`src/rtl/cpu_types_pkg.sv`:
```
// ----------------------------------------------------------------------------
// cpu_types_pkg
// Shared CPU types used by the pipeline control logic.
//   regbits_t       : 5-bit architectural register index
//   hazard_state_t  : hazard unit FSM state {RUN, DSTALL, HALTED}
//   pipe_ctrl_t     : bundle of pipeline register enables / flushes
// ----------------------------------------------------------------------------
package cpu_types_pkg;

   localparam int REG_W = 5;

   typedef logic [REG_W-1:0] regbits_t;

   typedef enum logic [1:0] {
      RUN    = 2'd0,
      DSTALL = 2'd1,
      HALTED = 2'd2
   } hazard_state_t;

   typedef struct packed {
      logic pc_en;
      logic ifid_en;
      logic ifid_flush;
      logic idex_en;
      logic idex_flush;
      logic exmem_en;
      logic memwb_en;
   } pipe_ctrl_t;

   // Every stage advances, nothing is squashed.
   localparam pipe_ctrl_t CTRL_RUN    = '{1'b1, 1'b1, 1'b0, 1'b1, 1'b0, 1'b1, 1'b1};
   // Whole pipeline holds its contents.
   localparam pipe_ctrl_t CTRL_FREEZE = '{1'b0, 1'b0, 1'b0, 1'b0, 1'b0, 1'b0, 1'b0};
   // Fetch/decode hold, a bubble enters EX, the back end drains.
   localparam pipe_ctrl_t CTRL_BUBBLE = '{1'b0, 1'b0, 1'b0, 1'b1, 1'b1, 1'b1, 1'b1};
   // Wrong-path instructions in IF/ID and ID/EX are squashed.
   localparam pipe_ctrl_t CTRL_BRANCH = '{1'b1, 1'b1, 1'b1, 1'b1, 1'b1, 1'b1, 1'b1};

endpackage

```
`src/rtl/sat_counter.sv`:
```
// ----------------------------------------------------------------------------
// sat_counter
// Saturating up-counter with synchronous clear.
//   clk   : clock, rising edge
//   clear : synchronous clear (wins over inc)
//   inc   : count up by one this cycle, sticking at all-ones
//   count : current value
// ----------------------------------------------------------------------------
module sat_counter #(
   parameter int WIDTH = 16
) (
   input  logic             clk,
   input  logic             clear,
   input  logic             inc,
   output logic [WIDTH-1:0] count
);

   // NOTE: sequential state is written with <= so every flop samples the
   // pre-edge values of its inputs regardless of block evaluation order.
   always_ff @(posedge clk) begin
      if (clear) begin
         count <= '0;
      end else if (inc && (count != '1)) begin
         count <= count + 1'b1;
      end
   end

endmodule

```
`src/rtl/hazard_unit.sv`:
```
// ----------------------------------------------------------------------------
// hazard_unit
// Pipeline hazard/stall controller for a 5-stage core.
// Inputs:
//   CLK, nRST            : clock and synchronous active-low reset
//   ihit, dhit           : instruction / data memory handshakes
//   dREN_MEM, dWEN_MEM   : MEM-stage data request
//   rs_ID, rt_ID         : decode-stage source registers, uses_rt_ID
//   memtoReg_EX, datomic_EX, RegWr_EX, final_wsel_EX : EX-stage producer info
//   branch_taken_EX      : taken branch/jump resolved in EX
//   halt_MEM             : halt instruction in MEM
// Outputs:
//   pc_en, ifid_en, ifid_flush, idex_en, idex_flush, exmem_en, memwb_en
//   halted               : core stopped until reset
//   stall_cnt, flush_cnt : saturating performance counters
// Controls are combinational from state and inputs (zero-cycle latency).
// ----------------------------------------------------------------------------
module hazard_unit
   import cpu_types_pkg::*;
#(
   parameter int CNT_W = 16
) (
   input  logic             CLK,
   input  logic             nRST,
   input  logic             ihit,
   input  logic             dhit,
   input  logic             dREN_MEM,
   input  logic             dWEN_MEM,
   input  regbits_t         rs_ID,
   input  regbits_t         rt_ID,
   input  logic             uses_rt_ID,
   input  logic             memtoReg_EX,
   input  logic             datomic_EX,
   input  logic             RegWr_EX,
   input  regbits_t         final_wsel_EX,
   input  logic             branch_taken_EX,
   input  logic             halt_MEM,
   output logic             pc_en,
   output logic             ifid_en,
   output logic             ifid_flush,
   output logic             idex_en,
   output logic             idex_flush,
   output logic             exmem_en,
   output logic             memwb_en,
   output logic             halted,
   output logic [CNT_W-1:0] stall_cnt,
   output logic [CNT_W-1:0] flush_cnt
);

   hazard_state_t state_q, state_d, state_eff;
   pipe_ctrl_t    ctrl;
   logic          dstall, loaduse;

   assign dstall = (dREN_MEM | dWEN_MEM) & ~dhit;

   // An atomic that writes back behaves like a load: its result is only
   // available after MEM. Writes to $0 never create a dependency.
   assign loaduse = (memtoReg_EX | (datomic_EX & RegWr_EX))
                  & (final_wsel_EX != '0)
                  & ((final_wsel_EX == rs_ID) | (uses_rt_ID & (final_wsel_EX == rt_ID)));

   // While reset is asserted the controls decode as RUN, so a reset taken
   // mid-DSTALL or in HALTED never shows a frozen pipeline.
   assign state_eff = nRST ? state_q : RUN;

   // NOTE: every signal written here gets a default first, so no path can
   // leave it unassigned and infer a latch.
   always_comb begin
      ctrl    = CTRL_RUN;
      state_d = state_eff;
      case (state_eff)
         HALTED: begin
            ctrl = CTRL_FREEZE;
         end
         default: begin
            if (dstall) begin
               ctrl    = CTRL_FREEZE;
               state_d = DSTALL;
            end else if (halt_MEM) begin
               ctrl    = CTRL_FREEZE;
               state_d = HALTED;
            end else begin
               state_d = RUN;
               // A branch held in EX through a DSTALL lands here on the
               // first unstalled cycle; ID/EX was frozen, so nothing is lost.
               if (branch_taken_EX) begin
                  ctrl = CTRL_BRANCH;
               end else if (loaduse || !ihit) begin
                  ctrl = CTRL_BUBBLE;
               end
            end
         end
      endcase
   end

   always_ff @(posedge CLK) begin
      if (!nRST) begin
         state_q <= RUN;
      end else begin
         state_q <= state_d;
      end
   end

   assign pc_en      = ctrl.pc_en;
   assign ifid_en    = ctrl.ifid_en;
   assign ifid_flush = ctrl.ifid_flush;
   assign idex_en    = ctrl.idex_en;
   assign idex_flush = ctrl.idex_flush;
   assign exmem_en   = ctrl.exmem_en;
   assign memwb_en   = ctrl.memwb_en;
   assign halted     = (state_eff == HALTED);

   // NOTE: the counters are cleared through their synchronous clear input,
   // driven from nRST, rather than a separate reset path.
   sat_counter #(.WIDTH(CNT_W)) u_stall_cnt (
      .clk   (CLK),
      .clear (~nRST),
      .inc   (~ctrl.pc_en & (state_eff != HALTED)),
      .count (stall_cnt)
   );

   sat_counter #(.WIDTH(CNT_W)) u_flush_cnt (
      .clk   (CLK),
      .clear (~nRST),
      .inc   (ctrl.idex_flush),
      .count (flush_cnt)
   );

endmodule
```
`config.mk`:
```
export PLATFORM = sky130hd
export DESIGN_NAME = hazard_unit
export DESIGN_NICKNAME = d
export VERILOG_FILES = /design/src/rtl/cpu_types_pkg.sv /design/src/rtl/sat_counter.sv /design/src/rtl/hazard_unit.sv
export SDC_FILE = /design/constraint.sdc
export NUM_CORES = 1
export LEC_CHECK = 0
export BUFFER_PORTS_ARGS = -buffer_cell sky130_fd_sc_hd__buf_2
export CORE_MARGIN = 3
export CORE_UTILIZATION = 54
export DETAILED_ROUTE_END_ITERATION = 8
export PLACE_DENSITY = 0.94
export SYNTH_ARGS = -nofsm -noshare
export SYNTH_HDL_FRONTEND = slang
export SYNTH_HIERARCHICAL = 1
export SYNTH_SLANG_ARGS = --single-unit
```
`constraint.sdc`:
```
create_clock -name CLK -period 7.44 [get_ports CLK]
set_clock_uncertainty 0.15 [all_clocks]
set_input_delay 0 -clock CLK [delete_from_list [all_inputs] [get_ports CLK]]
set_output_delay 0 -clock CLK [all_outputs]
set_load 0.05 [all_outputs]
```
==> results of run 1 <==
registers in the layout, indices dropped and copies added, names as in the netlist:
register,flops
u_flush_cnt/count,16
u_stall_cnt/count,16
state_q,2
final timing paths:
| kind | start | end | slack (ps) | cells after the start |
|---|---|---|---|---|
| worst max-delay path | nRST | u_flush_cnt/count[11] | 4630 | 8 |
| worst min-delay path | dREN_MEM | state_q[0] | 50 | 3 |
| worst max register to register | state_q[0] | u_flush_cnt/count[11] | 4700 | 6 |
| worst min register to register | u_flush_cnt/count[3] | u_flush_cnt/count[3] | 380 | 2 |
cell type report:
| cell class | count | area [sq um] |
|---|---|---|
| Tap cell | 46 | 57.56 |
| Clock inverter | 1 | 5.005 |
| Sequential cell | 34 | 680.7 |
| Multi-Input combinational cell | 185 | 1234 |
| Fill cell | 293 | 1011 |
| Clock buffer | 7 | 86.33 |
| Timing Repair Buffer | 69 | 360.3 |
| Inverter | 9 | 33.78 |
per-layer routing:
| metal | share of wire [%] | vias up |
|---|---|---|
| met4 | 2.0 | 0 |
| met3 | 5.8 | 12 |
| met5 | 0 | - |
| met2 | 50 | 75 |
| met1 | 42 | 963 |
| li1 | - | 1044 |
synthesized netlist by cell type:
cell	count
nand4_1	6
nor2_1	14
o41ai_1	2
buf_6	1
mux2i_1	2
nor2b_1	4
o21ai_0	10
or3_1	7
a21o_1	1
and3_2	1
clkbuf_1	4
buf_1	2
or4_1	16
a32oi_1	1
nor4_4	2
nand4_4	2
dfxtp_1	34
o31a_1	1
o311ai_0	2
o21ba_2	1
o31ai_1	13
and3_1	2
nand2_2	2
ha_1	2
a21oi_1	20
xnor2_1	5
nor3_1	10
inv_1	9
nor4_1	6
xor2_1	9
nand3_1	12
nor4bb_1	2
and2_1	1
and4_1	6
buf_4	3
and3b_1	1
mux2_2	2
o21a_1	2
nand3b_1	2
nand2_1	13
o21ai_1	3
buf_2	2
through the flow:
step | setup slack [ps] | area, sq um | instances | util, % | power (mW)
final | 4634 | 2457 | 351 | 70.85 | 0.3884
after global routing | 4440 | 2457 | 351 | 70.85 | 0.4017
after CTS | 4666 | 2457 | 351 | 70.85 | 0.3895
after detailed placement | 4733 | 2336 | 340 | 67.35 | 0.2485
after global placement | 4805 | 2336 | 340 | 67.35 | 0.2464
after floorplan | 3460 | 2014 | 240 | - | 0.2323
what timing repair did:
action / 4_1_cts / 5_1_grt
hold buffers: 3 / 0
hold endpoints to repair: 2 / 0
setup endpoints to repair: 0 / 0
resized for setup: 0 / 0
logic make-up after synthesis:
kind of cell             count (synthesis)
AO/OA/AOI/OAI                           56
XOR/XNOR                                14
AND/OR/NAND/NOR                        109
adder cells (fa/ha/maj)                  2
flip-flops                              34
buffers and inverters                   21
multiplexers                             4
report_power, final:
| part | leakage [nW] | internal [mW] | switching [mW] | total [mW] |
|---|---|---|---|---|
| registers | 0.275 | 0.185 | 0.00323 | 0.188 |
| clock network | 0.0482 | 0.0746 | 0.0671 | 0.142 |
| logic | 0.685 | 0.0186 | 0.0397 | 0.0583 |
critical path, delay by kind of cell:
kind            cells  cell delay [ps]
mux                 1              360
compound gates      1              400
simple gates        4             1400
buf+inv             2              660
==> results.md, run 1 <==
* Gr ovfl total at 0
* Worst hold path type: primary input to register
* Setup crit end kind: register
* Synthesized area per cell at 8.393 sq um
* Detail Placement HPWL at 3544 um
* LEAKAGE at 1.008 nW
* Die width at 67.08 um
* Post-CTS Repair Setup Buffers at 0
* Synth Register Bits at 34
* RSZ-0062 raised after global routing: false
* Most common cell after layout, fill and taps aside: buf_2
* Vias per cell at 5.966
* Drt pass-1 iters at 4
* H-tree depth at 2
* Met1 GRT Util at 27.10%
* Die area at 0.004499 sq mm
* Ranking of synthesized cells by area: dfxtp_1 34%, or4_1 6.0%, a21oi_1 5.0%, o31ai_1 4.8%, xor2_1 3.9%
* Fraction of the mapped netlist area in adder cells at 1.242%
* Critical Path Max Stage Delay at 520 ps
* Syn Inst Count at 240
* Synth Area in XOR/XNOR at 6.087%
* Largest net degree at the start of global routing at 35
* DRT iter0 DRCs at 174
* Mapped cell area at 0.002014 sq mm
* Core area at 0.003468 sq mm
* Max VDD drop at 0.0001346 V
* Largest family of logic cells by synthesized area: simple AND/OR/NAND/NOR gates
* CP max stage cell: dlygate4sd3_1
* Count of input and output buffers at 66
* Clock tree sinks at 34
* Total CTS buffers at 5
* Largest area contributor in the netlist: dfxtp_1
* Minimum clock period at 2806 ps
* Layout cells sized above 1 at 27.21%
* CP startpoint kind: primary input
* Synth Area in Compound Gates at 17.27%
* Synth Net Count at 269
* Residual DRC at 0
* Hold Slack at 48.06 ps
* Total power divided by cell area at 158.1 mW/mm^2
* Clock transition at the registers of the reported paths at 70 ps
* GPL Wtd Cong at 0.8228
* Final ANT Viol Nets at 0
* Final setup fails at 0
* Max-cap violations at 0
* Worst Tran Pin Value at 1072 ps
* Critical path, cell by cell: dlygate4sd3_1 -> buf_2 -> and3b_1 -> or4_1 -> o21ai_1 -> nand2_1 -> nor4bb_1 -> mux2_2
* GRT Util Overall at 23.20%
* Max Clock Freq at 356.4 MHz
* Met2 Track Usage GR at 39.02%
* Synthesis warning total at 6
* # IOs at 67
* Die height at 67.08 um
* Library cells used by synthesis at 42
* Commonest cells after routing, fill and taps aside: 66 x buf_2, 34 x dfxtp_1, 20 x a21oi_1
* Met3 Use GR at 5.902%
* Pins Over Slew Limit at 0
* Area share of the largest cell type after synthesis at 33.79%
* Critical path fanouts, max at 11
* Setup CP Type: primary input to register
* Top Usage Layer GRT: met2
* Seq/Total Area, Yosys at 33.79%
* Antenna Cells at 0
* Clk buf depth at 2
* Initial antenna violation count at 0
* Layout area overhead at 21.99%
* Final Hold Vio Count at 0
* Slew HR at 28.45%
* Starting Density at 58.08%
* Outcome: finished, final reports clean
* WP data required at 7470 ps
* Std cell rows at 21
* Routed wire length at 5050 um
* Nets@finish at 333
* Setup TNS at 0 ps
* Root Buffer: clkbuf_8
* First-pass GRT wire length at 8004 um
* WL per Instance at 14.39 um
* Vias at 2,094
* Post-Synth Simple-Gate Area at 34.53%
* Vias in the first global route at 1,848
* TritonCTS clock tree: yes
* Critical Path AT at 2840 ps
* Tcrit/Tclk final at 37.72%
* Mux share of post-synthesis cell area at 2.112%
* Worst-skew pair later-pin latency at 290 ps
Note: power is estimated with default switching activity, not from simulation.
==> inputs of run 2 (changes only) <==
--- a/config.mk
+++ b/config.mk
@@ -5,11 +5,12 @@
 export SDC_FILE = /design/constraint.sdc
 export NUM_CORES = 1
 export LEC_CHECK = 0
+export ABC_AREA = 1
 export BUFFER_PORTS_ARGS = -buffer_cell sky130_fd_sc_hd__buf_2
 export CORE_MARGIN = 3
-export CORE_UTILIZATION = 54
+export CORE_UTILIZATION = 47
 export DETAILED_ROUTE_END_ITERATION = 8
-export PLACE_DENSITY = 0.94
+export PLACE_DENSITY = 0.86
 export SYNTH_ARGS = -nofsm -noshare
 export SYNTH_HDL_FRONTEND = slang
 export SYNTH_HIERARCHICAL = 1
==> constraint.sdc (replaced) <==
create_clock -name CLK -period 2.45 [get_ports CLK]
set_clock_uncertainty 0.15 [all_clocks]
set_input_delay 0 -clock CLK [delete_from_list [all_inputs] [get_ports CLK]]
set_output_delay 0 -clock CLK [all_outputs]
set_load 0.05 [all_outputs]
==> run 2 against run 1 <==
Effect of this change:
- via count grew 19%
- hold slack better by 150 ps
- first-iteration DRC count down 37%
- critical path depth is 4 higher
- power grew to 3.4 times the previous value
- setup slack got worse by 4300 ps
- register-to-register slack worse by 4300 ps
- cell count grew 43%
- combinational power rose to 3.8 times the previous value
- non-clock buffer count rose by 2
- largest cell class unchanged
==> results.md, run 2 <==
* Worst Tran Pin Value at 521.9 ps
* Minimum clock period at 2161 ps
* Count leader, synth: nand2_1
* GPL Wtd Cong at 0.8781
* Largest area contributor in the netlist: dfxtp_1
* Clock tree sinks at 34
* Fraction of the mapped netlist area in adder cells at 1.120%
* GRT Util Overall at 20.46%
* Post-CTS Repair Setup Buffers at 0
* Starting Density at 49.94%
* Mapped cell area at 0.002235 sq mm
* Most common cell on crit path: nor2_1
* Ranking of synthesized cells by area: dfxtp_1 30%, nand2_1 20%, nor2_1 14%, inv_1 6.4%, nand3_1 5.8%
* CP max stage cell: dlygate4sd3_1
* Met1 GRT Util at 24.23%
* CP delay by family, top: simple AND/OR/NAND/NOR gates
* Total CTS buffers at 5
* Synthesis warning total at 6
* Post-Synth Simple-Gate Area at 54.54%
* RSZ-0062 raised after global routing: false
* Die area at 0.005618 sq mm
* Outcome: finished, final reports clean
* Synth Net Count at 406
* Nets@finish at 477
* Core area at 0.004474 sq mm
* Buffers & Inverters on Critical Path at 2
* Worst-skew pair later-pin latency at 280 ps
* Detail Placement HPWL at 4142 um
* Residual DRC at 0
* Clock transition at the registers of the reported paths at 70 ps
* Critical path, cell by cell: dlygate4sd3_1 -> buf_2 -> nor2_1 -> nor2_1 -> nand2_1 -> a31oi_2 -> nand3_1 -> or2_0 -> nor2_1 -> nand3_1 -> nand2_1 -> nor2_1
* Root Buffer: clkbuf_8
* Layout area overhead at 23.07%
* Synth cell count leaders: 122 x nand2_1, 81 x nor2_1, 38 x inv_1
* Met2 Track Usage GR at 36.07%
* Worst R2R End: u_flush_cnt/count[13]
* Worst reg2reg path depth at 11
* Setup crit end kind: register
* Top Usage Layer GRT: met2
* Final Hold Vio Count at 0
* Setup TNS at 0 ps
* Critical Path Max Stage Delay at 520 ps
* Post-synth EDFFs at 0
* Die height at 74.96 um
* Drt pass-1 iters at 4
* Die width at 74.96 um
* Largest family of logic cells by synthesized area: simple AND/OR/NAND/NOR gates
* H-tree depth at 2
* Critical Path AT at 2200 ps
* Std cell rows at 24
* WP data required at 2480 ps
* Pins Over Slew Limit at 0
* Final ANT Viol Nets at 0
* Synth Register Bits at 34
* CP startpoint kind: primary input
* Vias in the first global route at 2,192
* Commonest cells after routing, fill and taps aside: 122 x nand2_1, 80 x nor2_1, 66 x buf_2
* Most common cell after layout, fill and taps aside: nand2_1
* Critical path fanouts, max at 9
* # IOs at 67
* Max VDD drop at 0.0002031 V
* Total power divided by cell area at 474.0 mW/mm^2
* Synth Area in Compound Gates at 4.815%
* Area share of the largest cell type after synthesis at 30.46%
* Post-synth ARST share at 0%
* Library cells used by synthesis at 24
* Antenna Cells at 0
* Max-cap violations at 0
* Setup crit start: dhit
* Routed wire length at 5402 um
* R2R Setup Slk at 380 ps
* Ys flop type: dfxtp_1
* Total stage count of the critical path at 12
* Setup CP Type: primary input to register
* TritonCTS clock tree: yes
* Post_cts resized at 0
* Worst r2r src: state_q[1]
* Placed Cells at 488
* Seq/Total Area, Yosys at 30.46%
* Final setup fails at 0
* CP Capture Point: u_flush_cnt/count[13]
* Layout cells sized above 1 at 24.72%
* First-pass GRT wire length at 9045 um
* Met3 Use GR at 4.940%
* Mux share of post-synthesis cell area at 0%
* Vias at 2,485
* Largest net degree at the start of global routing at 17
* LEAKAGE at 1.394 nW
* DRT iter0 DRCs at 110
* WL per Instance at 10.78 um
* Gr ovfl total at 0
* Vias per cell at 4.960
* Biggest regs: u_flush_cnt/count: 16 flops, u_stall_cnt/count: 16 flops, state_q: 2 flops
* Post-CTS Hold Buffers at 5
* Finished Layout Cells at 501
* Synthesized area per cell at 5.927 sq um
* Clk buf depth at 2
* Initial antenna violation count at 0
* Slew HR at 65.10%
* Max Clock Freq at 462.7 MHz
* Worst hold path type: primary input to register
* Synth Area in XOR/XNOR at 0.3919%
* Count of input and output buffers at 66
* Fillcell total at 421
* Syn Inst Count at 377
* Tcrit/Tclk final at 88.21%
==> run 2: worst reg2reg max path: stages (launching register included) <==
cell     delay [ps]
dfxtp_1         300
nand2_1          70
nor2_2           60
inv_1            60
nand2_1         110
a31oi_2         460
nand3_1         160
or2_0           230
nor2_1          150
nand3_1         100
nand2_1          80
nor2_1           40
==> run 2: report_power, final <==
part,internal (mW),total (mW),switching (mW)
logic,0.0692,0.219,0.150
clock network,0.299,0.512,0.212
registers,0.563,0.573,0.00989
total,0.932,1.30,0.372
==> run 2: routing by layer <==
layer / vias up / wire, um
met1: 1092 / 2369
met3: 2 / 346
met5: - / 0
met4: 0 / 22
li1: 1309 / -
met2: 82 / 2663
==> run 2: layout make-up <==
| cell class | count | area, sq um | share of cell area, % |
|---|---|---|---|
| inverters | 39 | 146.4 | 5.323 |
| multi-input cells | 297 | 1369 | 49.77 |
| flip-flops and latches | 34 | 680.7 | 24.75 |
| clock buffers | 5 | 68.82 | 2.502 |
| well taps | 52 | 65.06 | 2.366 |
| clock inverters | 3 | 40.04 | 1.456 |
| repair buffers | 71 | 380.4 | 13.83 |
==> run 2: cells by family after synthesis <==
family	Yosys count
XOR/XNOR	1
AO/OA/AOI/OAI	20
buffers and inverters	46
AND/OR/NAND/NOR	274
adder cells (fa/ha/maj)	2
flip-flops	34
==> run 2: how the worst min path moves through the flow <==
stage,from,to,slack (ps),depth (start not counted)
6_report,ihit,u_stall_cnt/count[3],200,8
5_1_grt,ihit,u_flush_cnt/count[3],240,6
4_1_cts,ihit,u_flush_cnt/count[4],190,6
3_5_place_dp,dhit,state_q[0],40,2
3_3_place_gp,dhit,state_q[0],40,2
2_1_floorplan,dhit,state_q[0],-70,1
==> run 2: stage by stage <==
stage          area (sq um)  power [mW]  utilization (%)  setup WS, ps  hold WS (ps)
2_1_floorplan          2243      0.7459                -         49.09        -71.49
3_3_place_gp           2591      0.7933            57.91         448.7         36.44
3_5_place_dp           2591      0.7986            57.91         416.7         38.53
4_1_cts                2750       1.317            61.47         320.3         188.6
5_1_grt                2750       1.368            61.47         74.93         237.8
6_report               2750       1.304            61.47         288.9         195.2
